`src/rtl/mem_port_arbiter_pkg.sv`:
```
// Shared CPU package: machine word width, arbiter state encoding, default watchdog limit.
// Latency: n/a (types and constants only).
// Backpressure: n/a.
package mem_port_arbiter_pkg;

    localparam int unsigned XLEN = 32;

    // Busy cycles without a memory ack before the watchdog flag sets.
    localparam logic [7:0] ARB_TIMEOUT_DEFAULT = 8'd255;

    typedef enum logic [1:0] {
        ARB_IDLE     = 2'b00,
        ARB_IF_BUSY  = 2'b01,
        ARB_MEM_BUSY = 2'b10
    } arb_state_e;

    // One access as presented to the shared single-port memory.
    typedef struct packed {
        logic            we;
        logic [XLEN-1:0] addr;
        logic [XLEN-1:0] wdata;
    } ram_cmd_t;

endpackage

```
`src/rtl/mem_port_arbiter_watchdog.sv`:
```
// Purpose: busy-cycle watchdog; 8-bit counter, sticky flag once the count reaches limit_i.
// Latency: flag_o rises on the edge where the count reaches limit_i.
// Backpressure: none; observe-only.
// Ports: clk_i/rst_i (sync, active-high), clr_i zeroes the count, cnt_en_i counts one cycle,
//        limit_i sets the trip point, flag_o stays high until reset.
module arb_watchdog (
    input  logic       clk_i,
    input  logic       rst_i,
    input  logic       clr_i,
    input  logic       cnt_en_i,
    input  logic [7:0] limit_i,
    output logic       flag_o
);

    logic [7:0] cnt_q, cnt_d;
    logic       flag_q, flag_d;
    logic       inc;

    always_comb begin
        cnt_d  = cnt_q;
        flag_d = flag_q;
        // Saturate so a long stall never wraps the count back under the limit.
        inc    = cnt_en_i && !clr_i && (cnt_q != 8'hFF);
        if (clr_i) begin
            cnt_d = 8'd0;
        end else if (inc) begin
            cnt_d = cnt_q + 8'd1;
        end
        if (inc && (cnt_d == limit_i)) begin
            flag_d = 1'b1;
        end
    end

    always_ff @(posedge clk_i) begin
        if (rst_i) begin
            cnt_q  <= 8'd0;
            flag_q <= 1'b0;
        end else begin
            cnt_q  <= cnt_d;
            flag_q <= flag_d;
        end
    end

    assign flag_o = flag_q;

endmodule

```
`src/rtl/mem_port_arbiter.sv`:
```
// Purpose: shares one single-port memory between fetch (IF) and data (MEM); MEM wins ties.
// Latency: ram_req_o one cycle after a request is seen; back-to-back grants with no bubble.
// Backpressure: stall_o holds the pipeline while any held request is unserved.
// Ports: if_* fetch side, mem_* load/store side, ram_* registered memory port,
//        stall_o pipeline freeze, timeout_o sticky watchdog flag.
module mem_port_arbiter
    import mem_port_arbiter_pkg::*;
#(
    parameter logic [7:0] TIMEOUT = ARB_TIMEOUT_DEFAULT
) (
    input  logic            clk_i,
    input  logic            rst_i,
    input  logic            if_req_i,
    input  logic [XLEN-1:0] if_addr_i,
    output logic [XLEN-1:0] if_rdata_o,
    output logic            if_ack_o,
    input  logic            mem_req_i,
    input  logic            mem_we_i,
    input  logic [XLEN-1:0] mem_addr_i,
    input  logic [XLEN-1:0] mem_wdata_i,
    output logic [XLEN-1:0] mem_rdata_o,
    output logic            mem_ack_o,
    output logic            ram_req_o,
    output logic            ram_we_o,
    output logic [XLEN-1:0] ram_addr_o,
    output logic [XLEN-1:0] ram_wdata_o,
    input  logic [XLEN-1:0] ram_rdata_i,
    input  logic            ram_ack_i,
    output logic            stall_o,
    output logic            timeout_o
);

    arb_state_e state_q, state_d;
    logic       req_q, req_d;
    ram_cmd_t   cmd_q, cmd_d;
    logic       if_done_q, if_done_d;
    logic       mem_done_q, mem_done_d;

    logic       if_elig, mem_elig;
    logic       if_ack, mem_ack, stall;
    logic       wd_clr, wd_en;
    ram_cmd_t   if_cmd, mem_cmd;

    // Done flags stop a held request from being served twice in one pipeline step.
    assign if_elig  = if_req_i  && !if_done_q;
    assign mem_elig = mem_req_i && !mem_done_q;

    // Acks only count in the matching busy state, so stray acks in IDLE vanish.
    assign if_ack   = ram_ack_i && (state_q == ARB_IF_BUSY);
    assign mem_ack  = ram_ack_i && (state_q == ARB_MEM_BUSY);
    assign stall    = (if_elig && !if_ack) || (mem_elig && !mem_ack);

    assign if_cmd   = '{we: 1'b0, addr: if_addr_i, wdata: '0};
    assign mem_cmd  = '{we: mem_we_i, addr: mem_addr_i, wdata: mem_wdata_i};

    always_comb begin
        state_d    = state_q;
        req_d      = req_q;
        cmd_d      = cmd_q;
        if_done_d  = if_done_q;
        mem_done_d = mem_done_q;

        case (state_q)
            ARB_IDLE: begin
                if (mem_elig) begin
                    state_d = ARB_MEM_BUSY;
                    req_d   = 1'b1;
                    cmd_d   = mem_cmd;
                end else if (if_elig) begin
                    state_d = ARB_IF_BUSY;
                    req_d   = 1'b1;
                    cmd_d   = if_cmd;
                end
            end
            ARB_IF_BUSY: begin
                if (ram_ack_i) begin
                    if (mem_elig) begin
                        state_d = ARB_MEM_BUSY;
                        cmd_d   = mem_cmd;
                    end else begin
                        state_d = ARB_IDLE;
                        req_d   = 1'b0;
                    end
                end
            end
            ARB_MEM_BUSY: begin
                if (ram_ack_i) begin
                    if (if_elig) begin
                        state_d = ARB_IF_BUSY;
                        cmd_d   = if_cmd;
                    end else begin
                        state_d = ARB_IDLE;
                        req_d   = 1'b0;
                    end
                end
            end
            default: begin
                state_d = ARB_IDLE;
                req_d   = 1'b0;
            end
        endcase

        // The pipeline advances whenever nothing stalls it; a new step starts clean.
        if (!stall) begin
            if_done_d  = 1'b0;
            mem_done_d = 1'b0;
        end else begin
            if (if_ack)  if_done_d  = 1'b1;
            if (mem_ack) mem_done_d = 1'b1;
        end
    end

    // Entering a busy state (from IDLE, or directly across on an ack) restarts the count.
    assign wd_clr = (state_d != ARB_IDLE) && ((state_q == ARB_IDLE) || ram_ack_i);
    assign wd_en  = (state_q != ARB_IDLE) && !ram_ack_i;

    always_ff @(posedge clk_i) begin
        if (rst_i) begin
            state_q    <= ARB_IDLE;
            req_q      <= 1'b0;
            cmd_q      <= '0;
            if_done_q  <= 1'b0;
            mem_done_q <= 1'b0;
        end else begin
            state_q    <= state_d;
            req_q      <= req_d;
            cmd_q      <= cmd_d;
            if_done_q  <= if_done_d;
            mem_done_q <= mem_done_d;
        end
    end

    arb_watchdog u_watchdog (
        .clk_i    (clk_i),
        .rst_i    (rst_i),
        .clr_i    (wd_clr),
        .cnt_en_i (wd_en),
        .limit_i  (TIMEOUT),
        .flag_o   (timeout_o)
    );

    assign if_ack_o    = if_ack;
    assign mem_ack_o   = mem_ack;
    assign stall_o     = stall;
    assign if_rdata_o  = ram_rdata_i;
    assign mem_rdata_o = ram_rdata_i;
    assign ram_req_o   = req_q;
    assign ram_we_o    = cmd_q.we;
    assign ram_addr_o  = cmd_q.addr;
    assign ram_wdata_o = cmd_q.wdata;

endmodule

```
`config.mk`:
```
export PLATFORM = sky130hd
export DESIGN_NAME = mem_port_arbiter
export DESIGN_NICKNAME = d
export VERILOG_FILES = /design/src/rtl/mem_port_arbiter_pkg.sv /design/src/rtl/mem_port_arbiter_watchdog.sv /design/src/rtl/mem_port_arbiter.sv
export SDC_FILE = /design/constraint.sdc
export NUM_CORES = 1
export LEC_CHECK = 0
export BUFFER_PORTS_ARGS = -buffer_cell sky130_fd_sc_hd__buf_4
export CORE_AREA = 3 3 102 104
export DETAILED_ROUTE_END_ITERATION = 6
export DIE_AREA = 0 0 105 107
export PLACE_DENSITY = 0.75
export SETUP_SLACK_MARGIN = 0.15
export SLEW_MARGIN = 10
export SYNTH_ARGS = -nofsm -noshare
export SYNTH_HDL_FRONTEND = slang
export SYNTH_SLANG_ARGS = --single-unit
export TNS_END_PERCENT = 5
```
`constraint.sdc`:
```
create_clock -name clk_i -period 2.27 [get_ports clk_i]
set_input_delay 0 -clock clk_i [delete_from_list [all_inputs] [get_ports clk_i]]
set_output_delay 0 -clock clk_i [all_outputs]
set_load 0.01 [all_outputs]
```
# Word level (Yosys, flattened, before mapping)
# Index checks and enable logic that the tools add are counted.
# word_totals
regBits	79
in_bits	134
output_inout_bits	134
wordCells	69
# classes
addsub	1
eq_ne	10
n_mux	22
n_bitwise	1
reduce_logical	26
# ops
cell	count
$mux 65	5
$pmux 65 s3	1
$mux 8	2
$logic_and 1x1->1	11
$mux 2	5
$ne 2x2->1 const B	5
$add 8x1->8 const B	1
$eq 8x8->1 const B	1
$ne 8x8->1 const B	1
$mux 1	7
$logic_not 1->1	6
$pmux 2 s3	1
$reduce_and 5->1	1
$reduce_and 4->1	1
$reduce_bool 2->1	2
$ne 3x3->1 const B	1
$pmux 1 s3	1
$reduce_bool 3->1	1
$eq 2x1->1 const B	1
$eq 2x2->1 const B	1
$logic_not 2->1	1
$logic_or 1x1->1	2
$reduce_or 2->1	1
$not 1->1	1

# Logic depth before layout (Yosys ltp)
# Gate-level depths: netlist (run 1).
# logic_depth
depth_word	14
ltp_mapped	9
ltp_nobuf	7

# Hierarchy
# A second synthesis (run 1) with hierarchy kept.
# unflattened
cells_unflattened	447
hier_area_um2	3985.1
# by_module_without_submodules
module	n_inst	cells_each	area_per_inst_um2	seq_area_each_um2
mem_port_arbiter	1	372	3377.0	1401.3
arb_watchdog	1	75	608.1	180.2

# Worst setup path after synthesis (run 1)
# Ideal clock, no wire load.
# synth_path
path_type	flip-flop to flip-flop
startpoint	reg state_q[0]
endpoint	reg cmd_q (netlist bit ram_addr_o[10])
setup_ns	0.128
arrival_ns	1.880
required_ns	2.142
path_slack_ns	0.263
stages_incl_launch_ff	9
path_buffers	2
synth_period_minus_slack_ns	2.007
cell_sequence	dfxtp_1 -> inv_1 -> ha_1 -> mux2i_2 -> o221ai_2 -> buf_6 -> buf_6 -> a222oi_1 -> nor2_1
# synth_via
elab_chain_cells	3
word_cells_on_any_way	9
classes_between	5 x eq/ne; 1 x mux; 3 x reduce/logical
# synth_rtl
item	line_no	text
start, declared	mem_port_arbiter.sv:33	arb_state_e state_q, state_d;
start signal, assigned	mem_port_arbiter.sv:125	state_q <= state_d;
$eq 2x1->1 (tied with other cells)	mem_port_arbiter.sv:63	case (state_q)
$ne 2x2->1 (no source line) / $reduce_bool 3->1 (equally long branches)	-	
$reduce_and 4->1 (no source line)	-	
end signal, assigned	mem_port_arbiter.sv:127	cmd_q <= cmd_d;
end, declared	mem_port_arbiter.sv:35	ram_cmd_t cmd_q, cmd_d;
# Several ways; a longest one is shown, not always the timed one.
# A chain may end at the register's enable or synchronous reset.

# Worst setup path after layout (run 1)
# layout_path
startpoint	reg state_q[0]
endpoint	reg cmd_q (netlist bit ram_addr_o[14])
# The elaborated chain is that of the path after synthesis.

==> flow_metrics.tcl, run 1 <==
set metrics [dict create \
    status "finished with violations" \
    violations "DRC" \
    grt_max_degree 48 \
    rsz0062_at_grt "yes" \
    cts.path.max_buffers 2 \
    fillers 768 \
    track_usage_pct 22.5 \
    clock_skew_ns 0.00987 \
    yosysTopAreaCell "dfxtp_1" \
    cts_root_buf "clkbuf_8" \
    dieHeight_um 107 \
    synth-main-ff-cell "dfxtp_1" \
    multi_input_area_mm2 0.00151 \
    whs_ns 0.0000195 \
    gr-total-overflow 0 \
    tns_ns 0 \
    die_w_um 105 \
    critPathArrivalTime_ns 2.28 \
    critPathMaxFanout 28 \
    clock_latency_ns 0.35 \
    finalCritPeriodShare_pct 90.5 \
    setup_viol 0 \
    synth-async-reset-ratio_pct 0 \
    synth_cell_types 43 \
    max_slew.worst_pin.slew_ns 0.496 \
    required_ns 2.50 \
    avgSynthCellArea_um2 9.58 \
    yosysWarnings 0 \
    slowest_delay_ns 0.40 \
    endpoint_kind "flop" \
    drc_errors 7 \
    maxSlewHeadroom_pct 66.9 \
    power.density_mw_per_mm2 666 \
    crit_type "flop to flop" \
    drt-total-wl_um 13300 \
    syn_to_final_growth_pct 60.1 \
    slew_violations 0 \
    via_per_inst 5.29 \
    yosys-top-cells-area "dfxtp_1 43%, buf_4 14%, a222oi_1 9.0%, nor2_1 7.1%, a22oi_1 6.8%" \
    gp_congestion 0.823 \
    cts_max_level 3 \
    syn_inst 381 \
    num_rows 36 \
    finish.utilization_pct 60.6 \
    fin_nets 721 \
    regArea_mm2 0.00158 \
    irDropWorstVdd_v 0.000432 \
    core-area_mm2 0.00964 \
    grt_pass1_wl_um 20200 \
    synth_fp_nets 520 \
    hpwl_um 7860 \
    hold_class "input pin to primary output" \
    vias 3813 \
    drv_cap 0 \
    num_io_pins 268 \
    cts_buffers 9 \
    p_leak_nw 2.57 \
    ys_seq_elements 79 \
    antenna_found_initial 1 \
    clkTransAtPathRegs_ns 0.08 \
    slowest_stage "a222oi_1" \
    startpoint_type "flop" \
    synth_top_area_share_pct 43.3 \
    synth_edf_count 0 \
    max_freq_ghz 0.487 \
    antenna_left 0 \
    total_power_w 0.00389 \
    dr.pass1.iters 7 \
    numPortBuffers 171 \
    drive_gt1_share_pct 37.1 \
    die_area_mm2 0.0112 \
    finalCriticalPeriod_ns 2.05 \
    first_iter_violations 464 \
    final-hold-violation-count 0 \
    post_drt_wl_per_cell_um 18.5 \
    start_util_pct 37.9 \
    cts_tree "done" \
    clock-sinks 79 \
    crit_chain "inv_1 > ha_4 > mux2i_4 > o221ai_4 > buf_12 > a222oi_1 > nor2_1" \
    syn_area_mm2 0.00365 \
    seq_area_frac_synth_pct 43.3 \
    grt_pass1_vias 3814 \
]
critical path, delay by kind of cell (launching register included):
| family | cells | cell delay [ns] |
|---|---|---|
| compound gates | 2 | 0.58 |
| flops | 1 | 0.38 |
| buf+inv | 2 | 0.30 |
| fa+ha+maj | 1 | 0.30 |
| mux | 1 | 0.30 |
| simple gates | 1 | 0.07 |
layout make-up:
type	count	share of cell area, %
antenna	1	0.0428
multi-input combinational	208	25.8
timing repair buffer	278	40.8
tap	133	2.85
sequential	79	27.1
clock inverter	6	0.899
inverter	6	0.385
clock buffer	10	2.18
cell usage in the layout, fill, tap and decap left out, types with 2 or more instances in the layout:
master and n:
a22oi_2 2, and2b_1 2, a2111oi_4 2, nand3_1 8, clkinvlp_4 2, o21ai_0 3, clkbuf_8 9, o211a_1 3
and2_1 3, a211oi_2 2, buf_12 4, dfxtp_1 77, nor2_1 68, dfxtp_2 2, nand2_1 4, inv_1 6
a222oi_1 33, inv_6 2, and4bb_2 2, and3_1 2, ha_2 2, a21oi_1 3, dlygate4sd3_1 97, a22oi_1 31
ha_1 2, nor3_1 8, mux2i_1 2, xor2_1 4, buf_4 176, nand4_1 2
synthesized netlist by cell type, types with 4 or more instances:
master	number
clkbuf_1	12
a22oi_1	33
buf_4	69
inv_1	6
a222oi_1	33
buf_2	5
xor2_1	4
nor3_1	8
nand3_1	8
ha_1	5
nand2_1	4
nor2_1	69
dfxtp_1	79
repair_timing:
action	CTS	global route
resized for setup	7	5
hold buffers	97	0
gates cloned	1	0
setup endpoints to repair	60	74
pin swaps	2	2
buffers inserted	1	1
endpoints found under the hold margin	65	0
power by group:
group	internal, W	switching, W	total (W)	leakage [nW]
Combinational	0.000687	0.000619	0.00131	1.83
Sequential	0.00152	0.0000874	0.00161	0.647
Clock	0.000415	0.000560	0.000976	0.0854
flip-flops by register name (all words and copies together) (netlist names):
signal,flops
state_q,2
ram_addr_o,32
ram_we_o,1
u_watchdog.cnt_q,8
mem_done_q,1
ram_wdata_o,32
u_watchdog.flag_o,1
ram_req_o,1
if_done_q,1
metal layers:
| metal | vias up | GRT usage [%] | wire (µm) |
|---|---|---|---|
| li1 | 1752 | - | - |
| met1 | 1803 | 22.7 | 4710 |
| met2 | 227 | 43.3 | 7280 |
| met3 | 31 | 7.04 | 986 |
| met4 | 0 | 8.06 | 358 |
| met5 | - | 0 | 0 |
logic make-up after synthesis:
kind of cell    after synthesis  synth area share (%)
buf+inv                      95                  17.6
flops                        79                  43.3
xor+xnor                      4                 0.959
fa+ha+maj                     5                  1.71
compound gates               90                  22.3
simple gates                105                  13.1
mux                           3                 0.925
final timing paths:
check                                                    start                             end  slack [ns]  cells after the start
worst max-delay path                     state_q[0]$_SDFF_PP0_     ram_addr_o[14]$_SDFFE_PP0P_        0.22                      7
worst min-delay path                            ram_rdata_i[1]                  mem_rdata_o[1]     0.00002                      0
worst max register to register           state_q[0]$_SDFF_PP0_     ram_addr_o[14]$_SDFFE_PP0P_        0.22                      7
worst min register to register  u_watchdog.flag_o$_SDFFE_PP0P_  u_watchdog.flag_o$_SDFFE_PP0P_        0.48                      2
per-stage QoR:
step	std cells	worst slack [ns]	cell area (µm²)
2_1_floorplan	381	0.263	3650
3_3_place_gp	604	0.165	4610
3_5_place_dp	604	0.0616	4610
4_1_cts	719	0.146	5820
5_1_grt	721	0.106	5840
6_report	721	0.216	5840
(Power assumes the default switching activity.)
==> run 2, diff against run 1 <==
--- a/config.mk
+++ b/config.mk
@@ -6,10 +6,12 @@
 export NUM_CORES = 1
 export LEC_CHECK = 0
 export BUFFER_PORTS_ARGS = -buffer_cell sky130_fd_sc_hd__buf_4
-export CORE_AREA = 3 3 102 104
+export CORE_AREA = 3 3 103 105
+export CTS_BUF_LIST = sky130_fd_sc_hd__clkbuf_8
 export DETAILED_ROUTE_END_ITERATION = 6
-export DIE_AREA = 0 0 105 107
-export PLACE_DENSITY = 0.75
+export DIE_AREA = 0 0 106 108
+export HOLD_SLACK_MARGIN = 0.15
+export PLACE_DENSITY = 0.74
 export SETUP_SLACK_MARGIN = 0.15
 export SLEW_MARGIN = 10
 export SYNTH_ARGS = -nofsm -noshare
==> flow_metrics.tcl, run 2 <==
set metrics [dict create \
    status "aborted with a tool error" \
    haltStage "4_1_cts" \
    first-error "[ERROR RSZ-0060] Max buffer count reached." \
    cts_resized 7 \
    synth.most_common_cell "dfxtp_1" \
    yosysWarnings 0 \
    cts.path.max_buffers 2 \
    synth-compound-area-share_pct 22.3 \
    cts_hold_buf 125 \
    ys_top_cells_by_count "79 x dfxtp_1, 69 x buf_4, 69 x nor2_1" \
    synth-main-ff-cell "dfxtp_1" \
    hpwl_um 8400 \
    yosys-top-cells-area "dfxtp_1 43%, buf_4 14%, a222oi_1 9.0%, nor2_1 7.1%, a22oi_1 6.8%" \
    synthXorXnorAreaFrac_pct 0.960 \
    avgSynthCellArea_um2 9.58 \
    ys_seq_elements 79 \
    synth_adder_area_share_pct 1.71 \
    synth_cell_types 43 \
    synth_fp_nets 520 \
    start_util_pct 37.5 \
    cts_root_buf "clkbuf_8" \
    dp_cells 604 \
    synthSimpleGateAreaFrac_pct 13.1 \
    syn_area_mm2 0.00365 \
    gp_congestion 0.798 \
    synthMuxAreaShare_pct 0.925 \
    synth_top_area_share_pct 43.3 \
    synth-async-reset-ratio_pct 0 \
    die_w_um 106 \
    synth_top_family_by_area "compound AO/OA/AOI/OAI gates" \
    synth_edf_count 0 \
    cts_max_level 3 \
    yosysTopAreaCell "dfxtp_1" \
    dieHeight_um 108 \
    cts_buffers 9 \
    num_rows 36 \
    post_cts_buffers 2 \
    syn_inst 381 \
    seq_area_frac_synth_pct 43.3 \
    num_io_pins 268 \
    clock-sinks 79 \
    numPortBuffers 171 \
]
run 2: cell counts after synthesis:
No cell type changed its count.
run 2: metrics by stage:
stage | setup WS [ns] | util [%] | hold WS [ns] | area, µm²
floorplan | 0.263 | - | 0.0918 | 3650
global placement | 0.0984 | 47.3 | 0.000106 | 4600
detailed placement | 0.0171 | 47.3 | 0.000106 | 4600
run 2: logic make-up after synthesis:
family	Yosys count
AOI/OAI and AO/OA	90
xor gates and xnor gates	4
adders and majority gates	5
buffers and inverters	95
DFF	79
muxes	3
and+or+nand+nor	105
==> run 3, diff against run 2 <==
--- a/config.mk
+++ b/config.mk
@@ -6,13 +6,10 @@
 export NUM_CORES = 1
 export LEC_CHECK = 0
 export BUFFER_PORTS_ARGS = -buffer_cell sky130_fd_sc_hd__buf_4
-export CORE_AREA = 3 3 103 105
-export CTS_BUF_LIST = sky130_fd_sc_hd__clkbuf_8
+export CORE_MARGIN = 3
+export CORE_UTILIZATION = 37
 export DETAILED_ROUTE_END_ITERATION = 6
-export DIE_AREA = 0 0 106 108
-export HOLD_SLACK_MARGIN = 0.15
-export PLACE_DENSITY = 0.74
-export SETUP_SLACK_MARGIN = 0.15
+export PLACE_DENSITY_LB_ADDON = 0.15
 export SLEW_MARGIN = 10
 export SYNTH_ARGS = -nofsm -noshare
 export SYNTH_HDL_FRONTEND = slang
==> flow_metrics.tcl, run 3 (synthesized netlist as in run 1, its figures left out) <==
set metrics [dict create \
    r2r_end "ram_wdata_o[12]$_SDFFE_PP0P_" \
    path_depth 10 \
    drv_cap 0 \
    grt_pass1_vias 3971 \
    cts_tree "done" \
    crit_chain "buf_4 > ha_1 > nor2_2 > buf_4 > nor2_1 > buf_4 > a2111oi_4 > buf_12 > a22oi_1 > nor2_1" \
    vias 3746 \
    cts_root_buf "clkbuf_8" \
    endpoint_kind "flop" \
    final-hold-violation-count 0 \
    crit_end "ram_wdata_o[12]$_SDFFE_PP0P_" \
    critPathTopFamily "buffers and inverters" \
    num_antenna_cells 0 \
    dp_cells 607 \
    fin_nets 727 \
    cts_max_level 3 \
    final_common_cell "buf_4" \
    setup_viol 0 \
    gr-total-overflow 0 \
    post_drt_wl_per_cell_um 18.1 \
    p_leak_nw 2.61 \
    syn_to_final_growth_pct 60.5 \
    reg2regPathDepth 10 \
    maxSlewHeadroom_pct 64.0 \
    pwr-share-comb_pct 32.5 \
    cts.path.max_buffers 2 \
    drt-total-wl_um 13100 \
    antenna_found_initial 0 \
    p_seq_share_pct 40.7 \
    required_ns 2.55 \
    numPortBuffers 171 \
    hold_class "input pin to primary output" \
    gp_congestion 0.791 \
    crit_path_start "state_q[0]$_SDFF_PP0_" \
    core-area_mm2 0.00942 \
    num_io_pins 268 \
    clock_latency_ns 0.35 \
    reg2reg_from "state_q[0]$_SDFF_PP0_" \
    final_cell_count_no_fill 722 \
    track_usage_pct 22.7 \
    via_per_inst 5.19 \
    die_area_mm2 0.0111 \
    status "finished with violations" \
    cts_buffers 9 \
    clkTransAtPathRegs_ns 0.08 \
    layout_common_cells "182 x buf_4, 97 x dlygate4sd3_1, 79 x dfxtp_1" \
    violations "DRC" \
    critPathArrivalTime_ns 2.43 \
    max_slew.worst_pin.slew_ns 0.541 \
    rrSetupSlack_ns 0.12 \
    intPower_w 0.00271 \
    slew_violations 0 \
    drive_gt1_share_pct 36.6 \
    drc_errors 2 \
    dieHeight_um 105 \
    start_util_pct 38.8 \
    finalCriticalPeriod_ns 2.15 \
    power.density_mw_per_mm2 671 \
    grt_max_degree 51 \
    die_w_um 105 \
    power_switching_w 0.00122 \
    p_sw_share_pct 31.0 \
    crit_type "flop to flop" \
    dr.pass1.iters 7 \
    finalCritPeriodShare_pct 94.8 \
    finish.utilization_pct 62.2 \
    first_iter_violations 322 \
    antenna_left 0 \
    num_rows 35 \
    irDropWorstVdd_v 0.000330 \
    hpwl_um 8530 \
    critPathBufInv 4 \
    critPathMaxFanout 43 \
    startpoint_type "flop" \
    slowest_stage "a2111oi_4" \
    p_clk_share_pct 26.7 \
    grt_pass1_wl_um 20200 \
    clock-sinks 79 \
    crit_path_frequent_cell "buf_4" \
    clock_skew_ns 0.0150 \
    rsz0062_at_grt "yes" \
    slowest_delay_ns 0.38 \
    max_freq_ghz 0.465 \
]
run 3: worst reg2reg max path: stages, from the launching register on:
cell and delay [ns]:
dfxtp_1 0.32, buf_4 0.15, ha_1 0.24, nor2_2 0.11, buf_4 0.14, nor2_1 0.07
buf_4 0.15, a2111oi_4 0.38, buf_12 0.27, a22oi_1 0.16, nor2_1 0.11
run 3: final cells by class:
type / instances / area (µm²)
fill: 811 / 3560
timing repair buffer: 285 / 2440
sequential: 79 / 1580
multi-input combinational: 207 / 1460
tap: 129 / 161
clock buffer: 9 / 124
clock inverter: 7 / 72.6
inverter: 6 / 22.5
run 3: worst min-delay path by stage:
stage,start,end,slack [ns],depth (start not counted)
final,ram_rdata_i[2],mem_rdata_o[2],0.000006,0
after global routing,ram_rdata_i[14],mem_rdata_o[14],0.00002,0
after CTS,ram_rdata_i[3],if_rdata_o[3],0.0001,0
after detailed placement,ram_rdata_i[3],if_rdata_o[3],0.0001,0
after global placement,ram_rdata_i[3],if_rdata_o[3],0.0001,0
after floorplan,ram_rdata_i[0],if_rdata_o[0],0.09,1
run 3: power groups by stage:
stage | sequential (W) | clock (W) | combinational (W)
after floorplan | 0.00168 | 0 | 0.000641
after global placement | 0.00163 | 0 | 0.00109
after detailed placement | 0.00163 | 0 | 0.00110
after CTS | 0.00160 | 0.00109 | 0.00125
after global routing | 0.00162 | 0.00113 | 0.00138
final | 0.00160 | 0.00105 | 0.00128
run 3: per-stage QoR:
stage	power (W)	hold slack, ns	TNS (ns)	instance area [µm²]	setup slack [ns]
3_3_place_gp	0.00272	0.000100	0	4650	0.0339
4_1_cts	0.00394	0.000100	0	5840	0.0624
3_5_place_dp	0.00273	0.000100	-0.0376	4650	-0.0182
6_report	0.00393	0.00000561	0	5860	0.118
2_1_floorplan	0.00232	0.0918	0	3650	0.263
5_1_grt	0.00412	0.0000240	-0.332	5860	-0.0527
run 3: metal layers:
layer  global-route usage [%]  vias up  part of all wire (%)
li1                         -     1760                     -
met1                     22.4     1761                    36
met2                     43.9      192                    54
met3                     6.06       33                   7.6
met4                     9.75        0                   3.0
met5                        0        -                     0
run 3: timing repair:
action,4_1_cts,5_1_grt
pin swaps,1,4
setup endpoints to repair,18,40
resized for setup,0,3
setup buffers,1,1
hold buffers,97,0
endpoints found under the hold margin,65,0
